### config.mk
export PLATFORM = sky130hd
export DESIGN_NAME = sram_like_arbiter
export DESIGN_NICKNAME = d
export VERILOG_FILES = /design/src/rtl/sram_like_arbiter_pkg.sv /design/src/rtl/sram_like_arbiter_pick.sv /design/src/rtl/sram_like_arbiter.sv
export SDC_FILE = /design/constraint.sdc
export NUM_CORES = 1
export LEC_CHECK = 0
export CORE_AREA = 2 2 119 121
export CTS_CLUSTER_DIAMETER = 200
export DETAILED_ROUTE_END_ITERATION = 7
export DIE_AREA = 0 0 121 123
export GPL_ROUTABILITY_DRIVEN = 1
export GPL_TIMING_DRIVEN = 0
export PLACE_DENSITY_LB_ADDON = 0.15
export SLEW_MARGIN = 0
export SYNTH_ARGS = -nofsm -noshare
export SYNTH_HDL_FRONTEND = slang
export SYNTH_HIERARCHICAL = 1
export SYNTH_SLANG_ARGS = --single-unit
### constraint.sdc
create_clock -name clk -period 8.5 [get_ports clk]
set_input_delay 1.7 -clock clk [delete_from_list [all_inputs] [get_ports clk]]
set_output_delay 1.7 -clock clk [all_outputs]
set_load 0.05 [all_outputs]
### src/rtl/sram_like_arbiter_pkg.sv
// -----------------------------------------------------------------------------
// sram_like_arbiter_pkg
// Shared encodings for the inst/data sram-like arbiter:
//   - FSM state encoding (ARB_IDLE / ARB_REQ / ARB_DATA)
//   - bus owner encoding (OWN_NONE / OWN_INST / OWN_DATA)
//   - sram_cmd_t: the request fields that travel together from a requester
//     to the merged master port, plus a helper to bundle them.
// -----------------------------------------------------------------------------
package sram_like_arbiter_pkg;

    localparam logic [1:0] ARB_IDLE = 2'd0;
    localparam logic [1:0] ARB_REQ  = 2'd1;
    localparam logic [1:0] ARB_DATA = 2'd2;

    localparam logic [1:0] OWN_NONE = 2'd0;
    localparam logic [1:0] OWN_INST = 2'd1;
    localparam logic [1:0] OWN_DATA = 2'd2;

    typedef struct packed {
        logic        wr;
        logic [1:0]  size;
        logic [31:0] addr;
        logic [31:0] wdata;
    } sram_cmd_t;

    function automatic sram_cmd_t make_cmd(input logic        wr,
                                           input logic [1:0]  size,
                                           input logic [31:0] addr,
                                           input logic [31:0] wdata);
        sram_cmd_t c;
        c.wr    = wr;
        c.size  = size;
        c.addr  = addr;
        c.wdata = wdata;
        return c;
    endfunction

endpackage

### src/rtl/sram_like_arbiter_pick.sv
// -----------------------------------------------------------------------------
// sram_like_arb_pick
// Combinational grant select used while the arbiter is idle.
// Data has fixed priority, except when inst has been waiting through
// MAX_DATA_GRANTS consecutive data grants, in which case inst is forced.
// MAX_DATA_GRANTS = 0 disables the guard (pure data priority).
// Ports:
//   inst_req, data_req : pending requests
//   consec             : consecutive data grants taken while inst was waiting
//   pick               : OWN_NONE / OWN_INST / OWN_DATA
// -----------------------------------------------------------------------------
module sram_like_arb_pick
    import sram_like_arbiter_pkg::*;
#(
    parameter int MAX_DATA_GRANTS = 4,
    parameter int CNT_W           = 3
) (
    input  logic             inst_req,
    input  logic             data_req,
    input  logic [CNT_W-1:0] consec,
    output logic [1:0]       pick
);

    localparam logic [CNT_W-1:0] MAX_CNT = CNT_W'(MAX_DATA_GRANTS);
    localparam logic             GUARD_ON = (MAX_DATA_GRANTS != 0);

    logic force_inst;

    assign force_inst = inst_req && GUARD_ON && (consec == MAX_CNT);

    always_comb begin
        // NOTE: assign a default before any branch so no path leaves pick
        // unassigned; otherwise synthesis infers a latch.
        pick = OWN_NONE;
        if (data_req && !force_inst) begin
            pick = OWN_DATA;
        end else if (inst_req) begin
            pick = OWN_INST;
        end
    end

endmodule

### src/rtl/sram_like_arbiter.sv
// -----------------------------------------------------------------------------
// sram_like_arbiter
// Merges the instruction and data sram-like request streams onto a single
// sram-like master port (feeding the AXI bridge). One transaction is
// outstanding at a time. Zero added latency when idle: the winner's request
// is presented combinationally and its addr_ok is returned in the same cycle
// the bridge accepts.
// Ports:
//   clk, rst                         : clock, synchronous active-high reset
//   inst_* / data_*  (in)            : requester req, wr, size, addr, wdata
//   inst_* / data_*  (out)           : addr_ok, data_ok, rdata back to requesters
//   m_req, m_wr, m_size, m_addr,
//   m_wdata          (out)           : merged master request
//   m_addr_ok, m_data_ok, m_rdata    : handshakes/data from the bridge
// While rst is high every output except the rdata pass-throughs is forced to 0.
// -----------------------------------------------------------------------------
module sram_like_arbiter
    import sram_like_arbiter_pkg::*;
#(
    parameter int MAX_DATA_GRANTS = 4,
    parameter int CNT_W           = 3
) (
    input  logic        clk,
    input  logic        rst,

    input  logic        inst_req,
    input  logic        inst_wr,
    input  logic [1:0]  inst_size,
    input  logic [31:0] inst_addr,
    input  logic [31:0] inst_wdata,
    output logic        inst_addr_ok,
    output logic        inst_data_ok,
    output logic [31:0] inst_rdata,

    input  logic        data_req,
    input  logic        data_wr,
    input  logic [1:0]  data_size,
    input  logic [31:0] data_addr,
    input  logic [31:0] data_wdata,
    output logic        data_addr_ok,
    output logic        data_data_ok,
    output logic [31:0] data_rdata,

    output logic        m_req,
    output logic        m_wr,
    output logic [1:0]  m_size,
    output logic [31:0] m_addr,
    output logic [31:0] m_wdata,
    input  logic        m_addr_ok,
    input  logic        m_data_ok,
    input  logic [31:0] m_rdata
);

    localparam logic [CNT_W-1:0] MAX_CNT = CNT_W'(MAX_DATA_GRANTS);

    logic [1:0]       state_q, state_d;
    logic [1:0]       owner_q, owner_d;
    logic [CNT_W-1:0] consec_q, consec_d;

    logic [1:0] pick;
    logic [1:0] sel;
    logic       req_c;
    logic       inst_aok_c, data_aok_c, inst_dok_c, data_dok_c;
    sram_cmd_t  inst_cmd, data_cmd, m_cmd;

    assign inst_cmd = make_cmd(inst_wr, inst_size, inst_addr, inst_wdata);
    assign data_cmd = make_cmd(data_wr, data_size, data_addr, data_wdata);

    sram_like_arb_pick #(
        .MAX_DATA_GRANTS (MAX_DATA_GRANTS),
        .CNT_W           (CNT_W)
    ) u_pick (
        .inst_req (inst_req),
        .data_req (data_req),
        .consec   (consec_q),
        .pick     (pick)
    );

    always_comb begin
        state_d    = state_q;
        owner_d    = owner_q;
        consec_d   = consec_q;
        sel        = OWN_NONE;
        req_c      = 1'b0;
        inst_aok_c = 1'b0;
        data_aok_c = 1'b0;
        inst_dok_c = 1'b0;
        data_dok_c = 1'b0;

        case (state_q)
            ARB_IDLE: begin
                sel   = pick;
                req_c = inst_req | data_req;
                if (pick != OWN_NONE) begin
                    owner_d    = pick;
                    state_d    = m_addr_ok ? ARB_DATA : ARB_REQ;
                    inst_aok_c = m_addr_ok && (pick == OWN_INST);
                    data_aok_c = m_addr_ok && (pick == OWN_DATA);
                    // Only data wins taken over a waiting inst count toward
                    // the starvation guard; any other grant restarts it.
                    if (pick == OWN_DATA && inst_req) begin
                        consec_d = (consec_q == MAX_CNT) ? consec_q
                                                         : consec_q + CNT_W'(1);
                    end else begin
                        consec_d = '0;
                    end
                end
            end
            ARB_REQ: begin
                // Grant is locked to the owner until the bridge accepts.
                sel   = owner_q;
                req_c = 1'b1;
                if (m_addr_ok) begin
                    inst_aok_c = (owner_q == OWN_INST);
                    data_aok_c = (owner_q == OWN_DATA);
                    state_d    = ARB_DATA;
                end
            end
            ARB_DATA: begin
                sel = owner_q;
                if (m_data_ok) begin
                    inst_dok_c = (owner_q == OWN_INST);
                    data_dok_c = (owner_q == OWN_DATA);
                    owner_d    = OWN_NONE;
                    state_d    = ARB_IDLE;
                end
            end
            default: begin
                state_d = ARB_IDLE;
                owner_d = OWN_NONE;
            end
        endcase
    end

    // Request fields are driven only while a request is on the bus.
    always_comb begin
        m_cmd = '0;
        if (req_c && !rst) begin
            case (sel)
                OWN_INST: m_cmd = inst_cmd;
                OWN_DATA: m_cmd = data_cmd;
                default:  m_cmd = '0;
            endcase
        end
    end

    always_ff @(posedge clk) begin
        // NOTE: state registers use non-blocking assignments so every flop
        // samples the pre-edge values, independent of statement order.
        if (rst) begin
            state_q  <= ARB_IDLE;
            owner_q  <= OWN_NONE;
            consec_q <= '0;
        end else begin
            state_q  <= state_d;
            owner_q  <= owner_d;
            consec_q <= consec_d;
        end
    end

    assign m_req        = req_c & ~rst;
    assign m_wr         = m_cmd.wr;
    assign m_size       = m_cmd.size;
    assign m_addr       = m_cmd.addr;
    assign m_wdata      = m_cmd.wdata;

    assign inst_addr_ok = inst_aok_c & ~rst;
    assign data_addr_ok = data_aok_c & ~rst;
    assign inst_data_ok = inst_dok_c & ~rst;
    assign data_data_ok = data_dok_c & ~rst;

    assign inst_rdata   = m_rdata;
    assign data_rdata   = m_rdata;

endmodule

==> impl_results.md <==
- Post-synth EDFFs: 0
- Syn-to-layout area delta: 155.5%
- Mapped Avg Cell Area: 6.663 µm²
- Warnings, synthesis: 6
- Number of buffers created by CTS: 3
- Post-layout min period: 7.259 ns
- Biggest area contributors in the synthesized netlist: sky130_fd_sc_hd__a22oi_1, sky130_fd_sc_hd__buf_4, sky130_fd_sc_hd__nor2_1
- Final count of pins violating max slew: 0
- DRT iter0 DRCs: 97
- Max-capacitance violation count: 0
- Hold endpoint: state_q[0]$_SDFFE_PP0P_
- Cell variety after synth: 35
- Detailed route wirelength on metal2: 5638 µm
- Summed instance area of the synthesized netlist: 1966 µm²
- Chip Width: 121 µm
- # setup viols final: 0
- WHS Path Cells: 2
- FF+latch count, synth: 7
- Sinks on Clock Net: 7
- Total Neg Setup Slack: 0 ns
- Setup ws final: 1.241 ns
- Drc violations: 0
- Share of layout cells above drive strength 1: 0.1307
- Number of buffers added for setup after CTS: 0
- Via count: 3188
- Net Count, Synth: 475
- Setup slack at placement: 1.174 ns
- Critical path capture point type: output pin
- Post-synth top area cell: sky130_fd_sc_hd__a22oi_1
- Status: finished, final reports clean
- Top flip-flop cell by instance count after synthesis: sky130_fd_sc_hd__dfxtp_1
- Top layer in use: met4
- Final weighted congestion of routability-driven global placement: 0.7722
- FILL cells: 1449
- Final Net Count: 755
- Slowest cell on the critical path: sky130_fd_sc_hd__clkdlybuf4s50_1
- Number of cells on the worst reg-to-reg path: 5
- Vias in the first global route: 3171
- Pin count of the biggest net entering global routing: 11
- Crit path DAT: 5.56 ns
- Length of routed met3 wiring: 1242 µm
- Cell row count: 43
- Total Routing Usage GR: 0.1355
- Area of placed instances: 4943 µm²
- Later-pin clock latency in the skew report: 0.23 ns
- Avg WL per Cell: 15.13 µm
- CTS HTree Levels: 1
- Startpoint of the lowest-slack register-to-register path: consec_q[2]$_SDFFE_PP0P_
- Antenna violations before repair: 0
- Global-route wire length before repair: 16340 µm
- Placeable core region: 13610 µm²
- Final non-filler cell area: 5022 µm²
- Maximum vdd drop: 0.06038 mV
- Final WL: 11410 µm
- Slack of the worst reg-to-reg path: 6.62 ns
- Sequential cell area fraction in the yosys report: 0.07129
- Kind of cell with the highest combined delay on the critical path: buffers and inverters
- First drt pass iteration count: 4
- Leakage power: 0.001854 µW
- Power density relative to cell area: 110.0 nW/µm²
- Final worst path period share: 0.8540
- Chip Height: 123 µm
- Top Ports: 308
- Sum of routed wire segments on met1: 4283 µm
- Clock Pin Slew Worst Setup and Hold Paths: 0.04 ns
- HPWL reported at the end of detailed placement: 9639 µm
- Buffers plus inverters on the worst setup path: 4
- Launching element type of the critical path: input pin
- Final hold viol count: 0
- Delay of the slowest critical-path stage: 0.83 ns
- Number of antenna diodes: 0
- Maximum clock insertion buffer count: 2
- Ordered cell list for the critical path: clkdlybuf4s50_1, nand2_1, o32ai_2, nand2_1, a21oi_1, ha_1, clkbuf_1, clkbuf_1, a22oi_1, nor2_1, clkdlybuf4s50_1
- Origin of the worst min-delay path: state_q[0]$_SDFFE_PP0P_
- Drt via density: 4.228
- Critical register-to-register path endpoint: state_q[0]$_SDFFE_PP0P_
- Hold Crit Class: reg -> reg
- Initial Utilization: 0.1444
- Ys async rst share: 0
- Post-CTS Hold Fix Bufs: 0
- Number of buffers added on ports: 275
- Number of resized instances in the post-cts repair step: 0
- Total power after layout: 552.4 µW
- F_max: 0.1378 GHz
- Actual transition at the worst max-transition pin: 0.5668 ns
- Setup clock skew after layout: 0.0006110 ns
- TritonCTS clock tree: built
- Largest driver fanout on the critical path: 10
- Worst Setup Path Type: in -> out
- RSZ-0062 raised after global routing: false
- Share of the synthesized area in the top cell type: 0.2559
- Gr ovfl total: 0
- Critical path data required time: 6.80 ns
- Remaining max-slew budget at the tightest pin: 0.6210
- Antenna violation net count after detailed routing: 0
- Final design utilization: 0.3690
- Die ar.: 14880 µm²
- Buffer cell driving the clock tree root: sky130_fd_sc_hd__clkbuf_16
- Post-synthesis cell count: 295
-- kinds of logic after synthesis --
family,after synthesis,synth area share
buffers and inverters,98,0.3246
adder cells (fa/ha/maj),8,0.05093
flip-flops,7,0.07129
AND/OR/NAND/NOR,90,0.1986
AO/OA/AOI/OAI,92,0.3546
-- worst max-delay path by stage --
stage                   from          to  cells after the start
CTS                 inst_req  m_addr[25]                     11
finish              inst_req  m_addr[25]                     11
detailed placement  inst_req  m_addr[25]                     11
floorplan           inst_req  m_addr[24]                      9
global placement    inst_req  m_addr[25]                     11
global route        inst_req   m_addr[6]                     11
-- cell type report --
| type | count | area, µm² | share of cell area |
|---|---|---|---|
| repair buffers | 275 | 2753 | 0.5481 |
| plain buffers | 86 | 593.1 | 0.1181 |
| inverters | 12 | 45.04 | 0.008969 |
| well taps | 180 | 225.2 | 0.04484 |
| clock buffers | 4 | 78.83 | 0.01570 |
| flip-flops and latches | 7 | 140.1 | 0.02790 |
| multi-input cells | 190 | 1187 | 0.2364 |
-- power by group --
part	switching (µW)	total [µW]	internal, µW
sequential	3.46	39.4	35.9
combinational	248	431	182
clock	19.8	82.4	62.6
-- registers in the layout, summed over array words and instances, names as in the netlist --
register,cells
owner_q,2
state_q,2
consec_q,3
-- layer usage --
| layer | track usage | vias up |
|---|---|---|
| met5 | 0 | - |
| met1 | 0.1563 | 1426 |
| met2 | 0.2430 | 191 |
| met3 | 0.04197 | 17 |
| met4 | 0.03416 | 0 |
| li1 | - | 1554 |
-- tightest hold or removal path, delay by kind of cell, from the launching register on --
family,cells,cell delay [ns]
compound gates,2,0.14
flops,1,0.33
-- cells in the final DEF, fill, tap and decap left out, types with 2 or more instances in the layout --
cell type and instances:
sky130_fd_sc_hd__nor3_1 5, sky130_fd_sc_hd__buf_6 4, sky130_fd_sc_hd__a21oi_1 6, sky130_fd_sc_hd__or4_1 3, sky130_fd_sc_hd__ha_1 8, sky130_fd_sc_hd__clkbuf_1 19, sky130_fd_sc_hd__nand2_1 6, sky130_fd_sc_hd__nor2b_1 3
sky130_fd_sc_hd__buf_4 64, sky130_fd_sc_hd__o31ai_1 3, sky130_fd_sc_hd__clkdlybuf4s50_1 275, sky130_fd_sc_hd__dfxtp_1 7, sky130_fd_sc_hd__a22oi_1 67, sky130_fd_sc_hd__o32a_1 2, sky130_fd_sc_hd__clkbuf_16 3, sky130_fd_sc_hd__nor2_1 67
sky130_fd_sc_hd__inv_1 12
-- per-stage QoR --
stage | instances | hold WS [ns]
after detailed placement | 750 | 0.5115
after global routing | 754 | 0.5442
after global placement | 750 | 0.5065
after floorplan | 295 | 0.4780
final | 754 | 0.5134
after CTS | 754 | 0.5181
-- cells in the mapped netlist, drive strengths merged (2+ instances only) --
master,n
a21oi,6
a22oi,67
buf,68
clkbuf,18
dfxtp,7
ha,8
inv,12
nand2,6
nor2,67
nor2b,3
nor3,5
o21ai,2
o31ai,3
o32a,2
or4,3
Note: power is estimated with default switching activity, not from simulation.
